File: src/rtl/seq_gen_1011.sv
// seq_gen_1011: serial framed-bit transmitter.
// Each word accepted over valid/ready leaves on out_bit as a frame:
// SYNC_LEN sync bits from SYNC_PAT, then DATA_W payload bits (both MSB
// first), then GAP_LEN idle cycles. A new word taken in the final cycle
// of a frame starts the next sync phase with no extra idle cycle.
module seq_gen_1011 #(
  parameter int         DATA_W   = 8,
  parameter logic [7:0] SYNC_PAT = 8'b0000_1011,
  parameter int         SYNC_LEN = 4,
  parameter int         GAP_LEN  = 2
) (
  input  logic              clk,
  input  logic              reset,
  input  logic [DATA_W-1:0] data_in,
  input  logic              data_valid,
  output logic              data_ready,
  output logic              out_bit,
  output logic              out_valid,
  output logic              sync_active,
  output logic              frame_done
);

  // One counter serves every phase, so it is sized for the longest one.
  localparam int MAX_SD  = (SYNC_LEN > DATA_W) ? SYNC_LEN : DATA_W;
  localparam int MAX_LEN = (MAX_SD > GAP_LEN) ? MAX_SD : GAP_LEN;
  localparam int CNT_W   = (MAX_LEN > 1) ? $clog2(MAX_LEN) : 1;

  // Sync marker left-aligned so the first sync bit sits in bit 7.
  localparam logic [7:0] SYNC_INIT = 8'(SYNC_PAT << (8 - SYNC_LEN));

  localparam logic [CNT_W-1:0] SYNC_LAST = CNT_W'(SYNC_LEN - 1);
  localparam logic [CNT_W-1:0] DATA_LAST = CNT_W'(DATA_W - 1);
  // Counter values one cycle before the final cycle of a frame; only
  // consulted when the corresponding phase is long enough to have one.
  localparam logic [CNT_W-1:0] DATA_PRE  = CNT_W'((DATA_W >= 2) ? DATA_W - 2 : 0);
  localparam logic [CNT_W-1:0] GAP_PRE   = CNT_W'((GAP_LEN >= 2) ? GAP_LEN - 2 : 0);

  // Frame is two cycles long at minimum, so the final cycle can only be
  // the first DATA cycle when both the payload is one bit and there is no gap.
  localparam logic DONE_ON_FIRST_DATA = (GAP_LEN == 0) && (DATA_W == 1);

  typedef enum logic [1:0] {
    IDLE,
    SYNC,
    DATA,
    GAP
  } state_e;

  state_e             state_q;
  logic [CNT_W-1:0]   cnt_q;
  logic [DATA_W-1:0]  shift_q;
  logic [7:0]         sync_q;
  logic               out_bit_q;
  logic               out_valid_q;
  logic               sync_active_q;
  logic               frame_done_q;
  logic               xfer;

  // Ready in IDLE and in the final cycle of a frame, which is exactly
  // when the registered frame_done flag is high.
  assign data_ready = (state_q == IDLE) || frame_done_q;
  assign xfer       = data_valid && data_ready;

  assign out_bit     = out_bit_q;
  assign out_valid   = out_valid_q;
  assign sync_active = sync_active_q;
  assign frame_done  = frame_done_q;

  // Frame sequencer: every output is computed one edge ahead and held
  // in a register, so each state_q describes the cycle being driven.
  always_ff @(posedge clk or negedge reset) begin
    if (!reset) begin
      // NOTE: all state here is assigned with <= so every register samples
      // the pre-edge values of its neighbours, regardless of statement order.
      state_q       <= IDLE;
      cnt_q         <= '0;
      shift_q       <= '0;
      sync_q        <= '0;
      out_bit_q     <= 1'b0;
      out_valid_q   <= 1'b0;
      sync_active_q <= 1'b0;
      frame_done_q  <= 1'b0;
    end else if (xfer) begin
      // New word: latch it and put the first sync bit on the line.
      state_q       <= SYNC;
      cnt_q         <= '0;
      shift_q       <= data_in;
      sync_q        <= SYNC_INIT << 1;
      out_bit_q     <= SYNC_INIT[7];
      out_valid_q   <= 1'b1;
      sync_active_q <= 1'b1;
      frame_done_q  <= 1'b0;
    end else if (frame_done_q || (state_q == IDLE)) begin
      // Frame finished (or nothing pending) with no new word: go quiet.
      state_q       <= IDLE;
      cnt_q         <= '0;
      out_bit_q     <= 1'b0;
      out_valid_q   <= 1'b0;
      sync_active_q <= 1'b0;
      frame_done_q  <= 1'b0;
    end else begin
      case (state_q)
        SYNC: begin
          if (cnt_q == SYNC_LAST) begin
            state_q       <= DATA;
            cnt_q         <= '0;
            out_bit_q     <= shift_q[DATA_W-1];
            shift_q       <= shift_q << 1;
            out_valid_q   <= 1'b1;
            sync_active_q <= 1'b0;
            frame_done_q  <= DONE_ON_FIRST_DATA;
          end else begin
            cnt_q         <= cnt_q + CNT_W'(1);
            out_bit_q     <= sync_q[7];
            sync_q        <= sync_q << 1;
          end
        end
        DATA: begin
          if (cnt_q == DATA_LAST) begin
            // Reached only with a non-empty gap; with no gap the last data
            // cycle carries frame_done and the branch above takes over.
            state_q       <= GAP;
            cnt_q         <= '0;
            out_bit_q     <= 1'b0;
            out_valid_q   <= 1'b0;
            sync_active_q <= 1'b0;
            frame_done_q  <= (GAP_LEN == 1);
          end else begin
            cnt_q         <= cnt_q + CNT_W'(1);
            out_bit_q     <= shift_q[DATA_W-1];
            shift_q       <= shift_q << 1;
            frame_done_q  <= (GAP_LEN == 0) && (cnt_q == DATA_PRE);
          end
        end
        GAP: begin
          cnt_q        <= cnt_q + CNT_W'(1);
          frame_done_q <= (cnt_q == GAP_PRE);
        end
        default: begin
          state_q <= IDLE;
        end
      endcase
    end
  end

endmodule

File: config.mk
export PLATFORM = sky130hd
export DESIGN_NAME = seq_gen_1011
export DESIGN_NICKNAME = d
export VERILOG_FILES = /design/src/rtl/seq_gen_1011.sv
export SDC_FILE = /design/constraint.sdc
export NUM_CORES = 1
export LEC_CHECK = 0
export ABC_AREA = 0
export CAP_MARGIN = 15
export CORE_ASPECT_RATIO = 0.6
export CORE_MARGIN = 1
export CORE_UTILIZATION = 45
export CTS_CLUSTER_SIZE = 40
export DETAILED_ROUTE_END_ITERATION = 6
export GPL_TIMING_DRIVEN = 0
export MAX_ROUTING_LAYER = met4
export PLACE_DENSITY_LB_ADDON = 0.2
export SYNTH_ARGS = -nofsm -noshare
export SYNTH_HDL_FRONTEND = slang
export SYNTH_SLANG_ARGS = --single-unit
File: constraint.sdc
create_clock -name clk -period 2.75 [get_ports clk]
set_clock_uncertainty 0.2 [all_clocks]
set_input_delay 0.275 -clock clk [delete_from_list [all_inputs] [get_ports clk]]
set_output_delay 0.275 -clock clk [all_outputs]
set_load 0.01 [all_outputs]
Word-level counts from Yosys, hierarchy flattened
Index checks and enable logic that the tools add are counted.
{ "op_classes": {"mux": 36, "eq_ne": 12, "n_addsub": 1, "reduce_logical": 13} }
{ "op_table": {"columns": ["operator", "count"], "rows": [
  ["two-way mux 8 bit", 8],
  ["case mux 8 bit (2 select lines)", 1],
  ["two-way mux 1 bit", 13],
  ["two-way mux 3 bit", 4],
  ["!= test 3 bit, second input constant", 3],
  ["case mux 3 bit (3 select lines)", 1],
  ["AND reduction 3 bit", 3],
  ["two-way mux 2 bit", 4],
  ["!= test 4 bit, second input constant", 2],
  ["case mux 1 bit (2 select lines)", 3],
  ["case mux 2 bit (3 select lines)", 1],
  ["nonzero test 5 bit", 1],
  ["equality test 2 bit, second input constant", 2],
  ["AND reduction 4 bit", 1],
  ["nonzero test 4 bit", 1],
  ["adder 3 x 1 -> 3 bit, second input constant", 1],
  ["equality test 3 x 2 -> 1 bit, second input constant", 1],
  ["equality test 3 bit, second input constant", 1],
  ["zero test 3 bit", 1],
  ["case mux 1 bit (3 select lines)", 1],
  ["nonzero test 3 bit", 1],
  ["equality test 2 x 1 -> 1 bit, second input constant", 1],
  ["zero test 2 bit", 1],
  ["!= test 2 x 1 -> 1 bit, second input constant", 1],
  ["other kinds (5)", 5]
]} }
{ "word_totals": {"regBits": 25, "inputBits": 11, "out_inout_bits": 5, "elab_cells": 70} }

Logic depth before layout (Yosys ltp)
Gate-level depths: netlist of the first run.
{ "logic_depth": {"word_depth": 5, "depth_mapped": 7, "mapped_depth_nobuf": 6} }

Least setup slack after synthesis of the first run
OpenSTA, ideal clock, no wires.
{ "synth_timing": {"path_type": "flip-flop to flip-flop", "from": "register cnt_q[0]", "to": "register state_q[1]", "period_less_slack_ns": 1.781, "path_buffers": 1, "setup_slack_ns": 0.969, "required_time_ns": 2.416, "path_stages_with_launch": 7, "setup_ns": 0.134, "t_arrival_ns": 1.447, "path_cell_list": "dfrtp_1 -> ha_1 -> ha_1 -> nand2b_1 -> buf_4 -> a21oi_1 -> o32ai_2"} }
{ "synth_between": {"elab_chain_len": 3, "elab_cells_between_ends": 5, "cone_classes": "4 x eq/ne; 1 x reduce/logical"} }
{ "synth_lines": {"columns": ["element", "line_no", "text"], "rows": [
  ["from (decl)", "50", "logic [CNT_W-1:0] cnt_q;"],
  ["from (signal assigned)", "113", "cnt_q <= cnt_q + CNT_W'(1);"],
  ["from (signal assigned)", "129", "cnt_q <= cnt_q + CNT_W'(1);"],
  ["from (signal assigned)", "136", "cnt_q <= cnt_q + CNT_W'(1);"],
  ["equality test 3 bit / equality test 3 x 2 -> 1 bit (equally long branches)", "119, 104", null],
  ["!= test 4 bit (no source line)", null, null],
  ["AND reduction 3 bit (no source line) *", null, null],
  ["to (signal assigned)", "105", "state_q <= DATA;"],
  ["to (signal assigned)", "122", "state_q <= GAP;"],
  ["to (signal assigned)", "140", "state_q <= IDLE;"],
  ["to (decl)", "49", "state_e state_q;"]
]} }
Mark *: on every way between the ends. The rest lies on a longest branch, timed or not.
A chain may end at the register's enable or synchronous reset.

Worst setup path in the final report of the first run
{ "layout_timing": {"from": "register state_q[0]", "to": "output data_ready"} }
{ "layout_between": {"elab_chain_len": 2} }
{ "layout_lines": {"columns": ["element", "line_no", "text"], "rows": [
  ["from (signal assigned)", "75", "state_q <= IDLE;"],
  ["from (signal assigned)", "85", "state_q <= SYNC;"],
  ["from (signal assigned)", "95", "state_q <= IDLE;"],
  ["zero test 2 bit", "61", "assign data_ready = (state_q == IDLE) || frame_done_q;"],
  ["logical OR 1 bit", "61", null],
  ["to (decl)", "16", "output logic data_ready,"]
]} }
Every way passes these cells.

==> summary.txt, run 1 <==
Run status
  – Status: finished clean

Global routing
  – Vias in the first global route: 971
  – Grt ovf: 0
  – Pin count of the biggest net entering global routing: 21
  – GRT Overall Usage: 20.4%
  – Initial antenna violation count: 0
  – First-pass GRT wire length: 4570 µm

Clock tree
  – # clock sinks: 20
  – Maximum clock path buffer count: 2
  – Post-CTS sizing: 0
  – # H-tree levels: 1
  – Clock Latency Late Sink: 0.25 ns
  – Hold-fix buffers, CTS: 0
  – Post-CTS setup buffers: 0
  – Number of buffers created by CTS: 3
  – Root Driver: clkbuf_8
  – CTS tree: built
  – Clk pin slew, worst setup/hold paths: 0.07 ns

Worst setup path
  – Most Frequent Cell on Critical Path: inv_1
  – Crit-path cells: inv_1 > ha_1 > nor2_4 > inv_1 > clkdlybuf4s50_1
  – CP Launch Point: state_q[0]
  – WP buf/inv: 3
  – Slowest-stage cell, CP: clkdlybuf4s50_1
  – CP Capture Type: output pin
  – Levels on crit path: 5
  – Worst setup endpoint: data_ready
  – Worst setup path class: register to output pin
  – R2R setup slack: 0.76 ns
  – R2R cell count: 6
  – Required @ worst endpoint: 2.28 ns
  – FF-to-FF Start: cnt_q[0]
  – CP arrival: 1.97 ns
  – CP top delay family: buffers and inverters
  – Critical R2R Capture: state_q[1]
  – Slowest cell delay on critical path: 0.51 ns
  – Crit Path Max Fanout: 9
  – CP startpoint kind: register

Synth
  – Library cells used by synthesis: 37
  – Yosys Warn Count: 0
  – FF+latch count, synth: 20
  – Primary FF master, synth: dfrtp_1
  – Syn Area/Cell: 10.4 µm²
  – Post-synth top area share: 40.4%
  – Largest area contributor in the netlist: dfrtp_1
  – Syn Inst Count: 119
  – Sequential share of the synthesized area: 40.4%
  – Mapped cell area: 1240 µm²
  – Syn nets: 139
  – Most common cell in the netlist: dfrtp_1
  – Synth area leaders: dfrtp_1, ha_1, nand2_1, o2111ai_1, o211ai_1
  – Commonest cells post-synth: dfrtp_1, nand2_1, ha_1, inv_1
  – Number of synthesized flops with an enable pin: 0
  – Ys async rst share: 100%

STA
  – Fin. max-slew vios: 0
  – Final Critical Period: 2.44 ns
  – RSZ-0062 raised after global routing: false
  – Period utilisation layout: 88.8%
  – Final hold vios: 0
  – Setup TNS: 0 ns
  – Max_slew headroom: 38.0%
  – Tightest Pin Transition: 0.928 ns
  – Final setup viols: 0
  – Max Fclk: 409 MHz

Placed design
  – Post-DP HPWL: 1910 µm
  – DP Area: 1430 µm²
  – Routability cong.: 0.836
  – # port buffers: 15

Detailed routing
  – Drt total wl: 2670 µm
  – Antenna viol nets, final: 0
  – Top routing layer in use: met4
  – DRT iter0 DRCs: 50
  – Met1 wire length: 1380 µm
  – Met2 WL post-DR: 1100 µm
  – Via density: 5.72
  – Via count: 967
  – Metal3 WL: 183 µm
  – Detailed Routing Iterations Pass 1: 4
  – Post-route DRC: 0
  – WL/cell: 15.8 µm

Flow run
  – Max cap viols: 0

Layout
  – Filler cells: 224
  – Layout Nets: 159
  – Area Growth Syn to Fin: 18.7%
  – Layout cells sized above 1: 14.6%
  – # diodes: 0
  – Design Area, Final: 1470 µm²

Die
  – # rows: 14
  – Die Y: 42.7 µm
  – Core ar.: 2560 µm²
  – Die area: 2980 µm²
  – Initial Utilization: 48.5%
  – Io pins: 16
  – Die W: 69.8 µm

Hold path
  – Hold crit path type: register to register

Pwr
  – Pwr Density: 1070 nW/µm²
  – Power Total: 1.58 mW
  – VDD IR max: 0.000514 V
  – Leak: 0.617 nW
==> sequential cells by signal, indices dropped and copies added, names as in the netlist <==
signal / count
state_q: 2
cnt_q: 3
out_valid: 1
out_bit: 1
frame_done: 1
sync_q: 3
shift_q: 8
sync_active: 1
==> metal layers <==
| metal | global-route usage (%) | up-vias |
|---|---|---|
| li1 | - | 472 |
| met1 | 28.5 | 463 |
| met2 | 29.2 | 30 |
| met3 | 6.41 | 2 |
| met4 | 4.00 | 0 |
| met5 | - | - |
==> cell type report <==
class,instances,area (µm²),area share (%)
multi-input cells,83,647,44.0
plain buffers,7,58.8,4.00
inverters,9,33.8,2.30
clock buffers,3,41.3,2.81
well taps,32,40.0,2.72
flip-flops and latches,20,500,34.0
repair buffers,15,150,10.2
==> per-stage QoR <==
step	setup slack, ns	std cells	utilization [%]	hold WS, ns
after floorplan	0.969	119	-	-0.221
after global placement	0.590	166	55.9	0.264
after detailed placement	0.576	166	55.9	0.268
after CTS	0.296	169	57.5	0.290
after global routing	0.237	169	57.5	0.311
final	0.307	169	57.5	0.289
==> worst min-delay path by stage <==
stage                    from         to  slack [ns]  cells past startpoint
detailed placement  sync_q[5]  sync_q[5]        0.27                      1
CTS                 sync_q[5]  sync_q[5]        0.29                      1
floorplan               reset   cnt_q[0]       -0.22                      0
global placement    sync_q[5]  sync_q[5]        0.26                      1
finish              sync_q[5]  sync_q[5]        0.29                      1
global route        sync_q[5]  sync_q[5]        0.31                      1
==> cells by family after synthesis <==
group / Yosys count / share of synthesized area, %
simple gates: 31 / 14.3
buf+inv: 16 / 7.47
fa+ha+maj: 9 / 9.08
mux: 1 / 0.807
flops: 20 / 40.4
compound gates: 42 / 28.0
==> cell usage in the layout, fill, tap and decap left out, drive strengths merged <==
cell / count
a21o: 2
a21oi: 4
a31oi: 1
and2: 1
and4: 1
buf: 7
clkbuf: 3
clkdlybuf4s50: 15
dfrtp: 20
ha: 9
inv: 9
mux2i: 1
nand2: 18
nand2b: 2
nand3: 1
nor2: 1
nor2b: 3
nor3b: 3
o2111ai: 7
o211a: 1
o211ai: 6
o21a: 2
o21ai: 9
o21bai: 1
o221a: 1
o22a: 1
o2bb2ai: 1
o311a: 1
o311ai: 1
o31ai: 2
o32a: 1
o32ai: 1
or4: 1
==> report_power, final <==
group / switching [mW] / total [mW] / internal (mW)
Clock: 0.0925 / 0.190 / 0.0975
Combinational: 0.482 / 0.888 / 0.406
Sequential: 0.0789 / 0.504 / 0.425
(Power assumes the default switching activity.)
==> run 2, diff against run 1 <==
Settings changed: GPL_ROUTABILITY_DRIVEN set to 0.
==> results of run 2 <==
The final DEF is identical to that of run 1; final timing and power are the same.
==> run 3, diff against run 2 <==
Settings changed: GPL_TIMING_DRIVEN 0 to not set.
==> summary.txt, run 3 (synthesis gave the netlist of run 1 again) <==
Worst setup path
  – CP Capture Type: output pin
  – FF-to-FF Start: cnt_q[0]
  – Required @ worst endpoint: 2.28 ns
  – CP arrival: 1.89 ns
  – R2R cell count: 5
  – CP startpoint kind: register
  – Critical R2R Capture: shift_q[7]
  – Worst setup path class: register to output pin
  – R2R setup slack: 0.64 ns
  – Crit Path Max Fanout: 6

Detailed routing
  – DRT iter0 DRCs: 48
  – Antenna viol nets, final: 0
  – Drt total wl: 2740 µm
  – Post-route DRC: 0
  – Via density: 6.03
  – Via count: 995
  – Detailed Routing Iterations Pass 1: 4
  – WL/cell: 16.6 µm

Pwr
  – Leak: 0.597 nW
  – Pwr Density: 1100 nW/µm²
  – Power Total: 1.59 mW
  – VDD IR max: 0.000472 V

Hold path
  – Hold crit path type: input pin to async pin

STA
  – Final setup margin: 0.382 ns
  – Setup TNS: 0 ns
  – Max_slew headroom: 67.7%
  – Final setup viols: 0
  – Final hold vios: 0
  – Tightest Pin Transition: 0.485 ns
  – Fin. max-slew vios: 0
  – Period utilisation layout: 86.1%
  – RSZ-0062 raised after global routing: false
  – Final Critical Period: 2.37 ns
  – Max Fclk: 422 MHz

Clock tree
  – Post-CTS sizing: 0
  – Maximum clock path buffer count: 2
  – CTS tree: built
  – Post-CTS setup buffers: 0
  – # H-tree levels: 1
  – Clock Latency Late Sink: 0.26 ns
  – Root Driver: clkbuf_8
  – Clk pin slew, worst setup/hold paths: 0.08 ns
  – Number of buffers created by CTS: 3
  – Hold-fix buffers, CTS: 0
  – # clock sinks: 20

Placed design
  – Pre-CTS setup slack: 0.666 ns
  – # port buffers: 15
  – Post-DP HPWL: 1950 µm

Layout
  – Layout cells sized above 1: 12.0%
  – Layout Nets: 154
  – Biggest register: shift_q
  – Commonest non-fill, non-tap cell in the layout: dfrtp_1
  – Max reg flops: 8
  – # diodes: 0
  – Commonest cells after routing, fill and taps aside: dfrtp_1, nand2_1, clkdlybuf4s50_1
  – Area Growth Syn to Fin: 16.2%
  – Top Registers: shift_q (8), cnt_q (3), sync_q (3)

Global routing
  – Grt ovf: 0
  – Vias in the first global route: 906
  – Pin count of the biggest net entering global routing: 21
  – GRT Overall Usage: 21.3%
  – First-pass GRT wire length: 4730 µm
  – Initial antenna violation count: 0

Die
  – Die W: 69.8 µm
  – Core ar.: 2560 µm²
  – Die Y: 42.7 µm
  – # rows: 14
  – Die area: 2980 µm²
  – Io pins: 16
  – Initial Utilization: 48.5%

Flow run
  – Max cap viols: 0

Run status
  – Status: finished clean
-- run 3: cell count changes in the layout (fill, tap and decap cells not counted) --
cell | previous run | this run
clkbuf_8 | 3 | 4
buf_6 | 3 | 0
buf_2 | 2 | 0
-- run 3: area by class of cell --
cell class / instances / area, µm²
inverters: 9 / 33.8
multi-input cells: 83 / 647
well taps: 32 / 40.0
flip-flops and latches: 20 / 500
clock buffers: 4 / 55.1
fillers: 233 / 1120
repair buffers: 17 / 165
-- run 3: critical path: stages, from the launching register on --
cell and delay, ns:
dfrtp_1 0.40, inv_1 0.12, ha_1 0.27, nor2_4 0.06, inv_1 0.19, clkdlybuf4s50_1 0.58
-- run 3: report_power, final --
| part | internal [mW] | switching (mW) |
|---|---|---|
| clock | 0.128 | 0.101 |
| combinational | 0.371 | 0.476 |
| sequential | 0.425 | 0.0896 |
-- run 3: layer usage --
metal,up-vias,GRT usage [%],routed length [µm]
li1,465,-,-
met4,0,3.60,9
met2,40,28.8,1120
met1,488,31.7,1380
met5,-,-,0
met3,2,6.41,227
-- run 3: per-stage QoR --
| stage | hold WS, ns | instances | util [%] | cell area [µm²] |
|---|---|---|---|---|
| 6_report | 0.145 | 165 | 56.4 | 1440 |
| 5_1_grt | 0.184 | 165 | 56.4 | 1440 |
| 4_1_cts | 0.156 | 165 | 56.4 | 1440 |
| 3_5_place_dp | 0.265 | 161 | 54.2 | 1390 |
| 3_3_place_gp | 0.260 | 161 | 54.2 | 1390 |
| 2_1_floorplan | -0.221 | 119 | - | 1240 |
-- run 3: worst max path at each step --
stage | startpoint | end | slack, ns
3_3_place_gp | state_q[1] | data_ready | 0.66
5_1_grt | state_q[1] | data_ready | 0.29
2_1_floorplan | cnt_q[0] | state_q[1] | 0.97
4_1_cts | state_q[1] | data_ready | 0.37
6_report | state_q[1] | data_ready | 0.38
3_5_place_dp | cnt_q[0] | shift_q[7] | 0.67
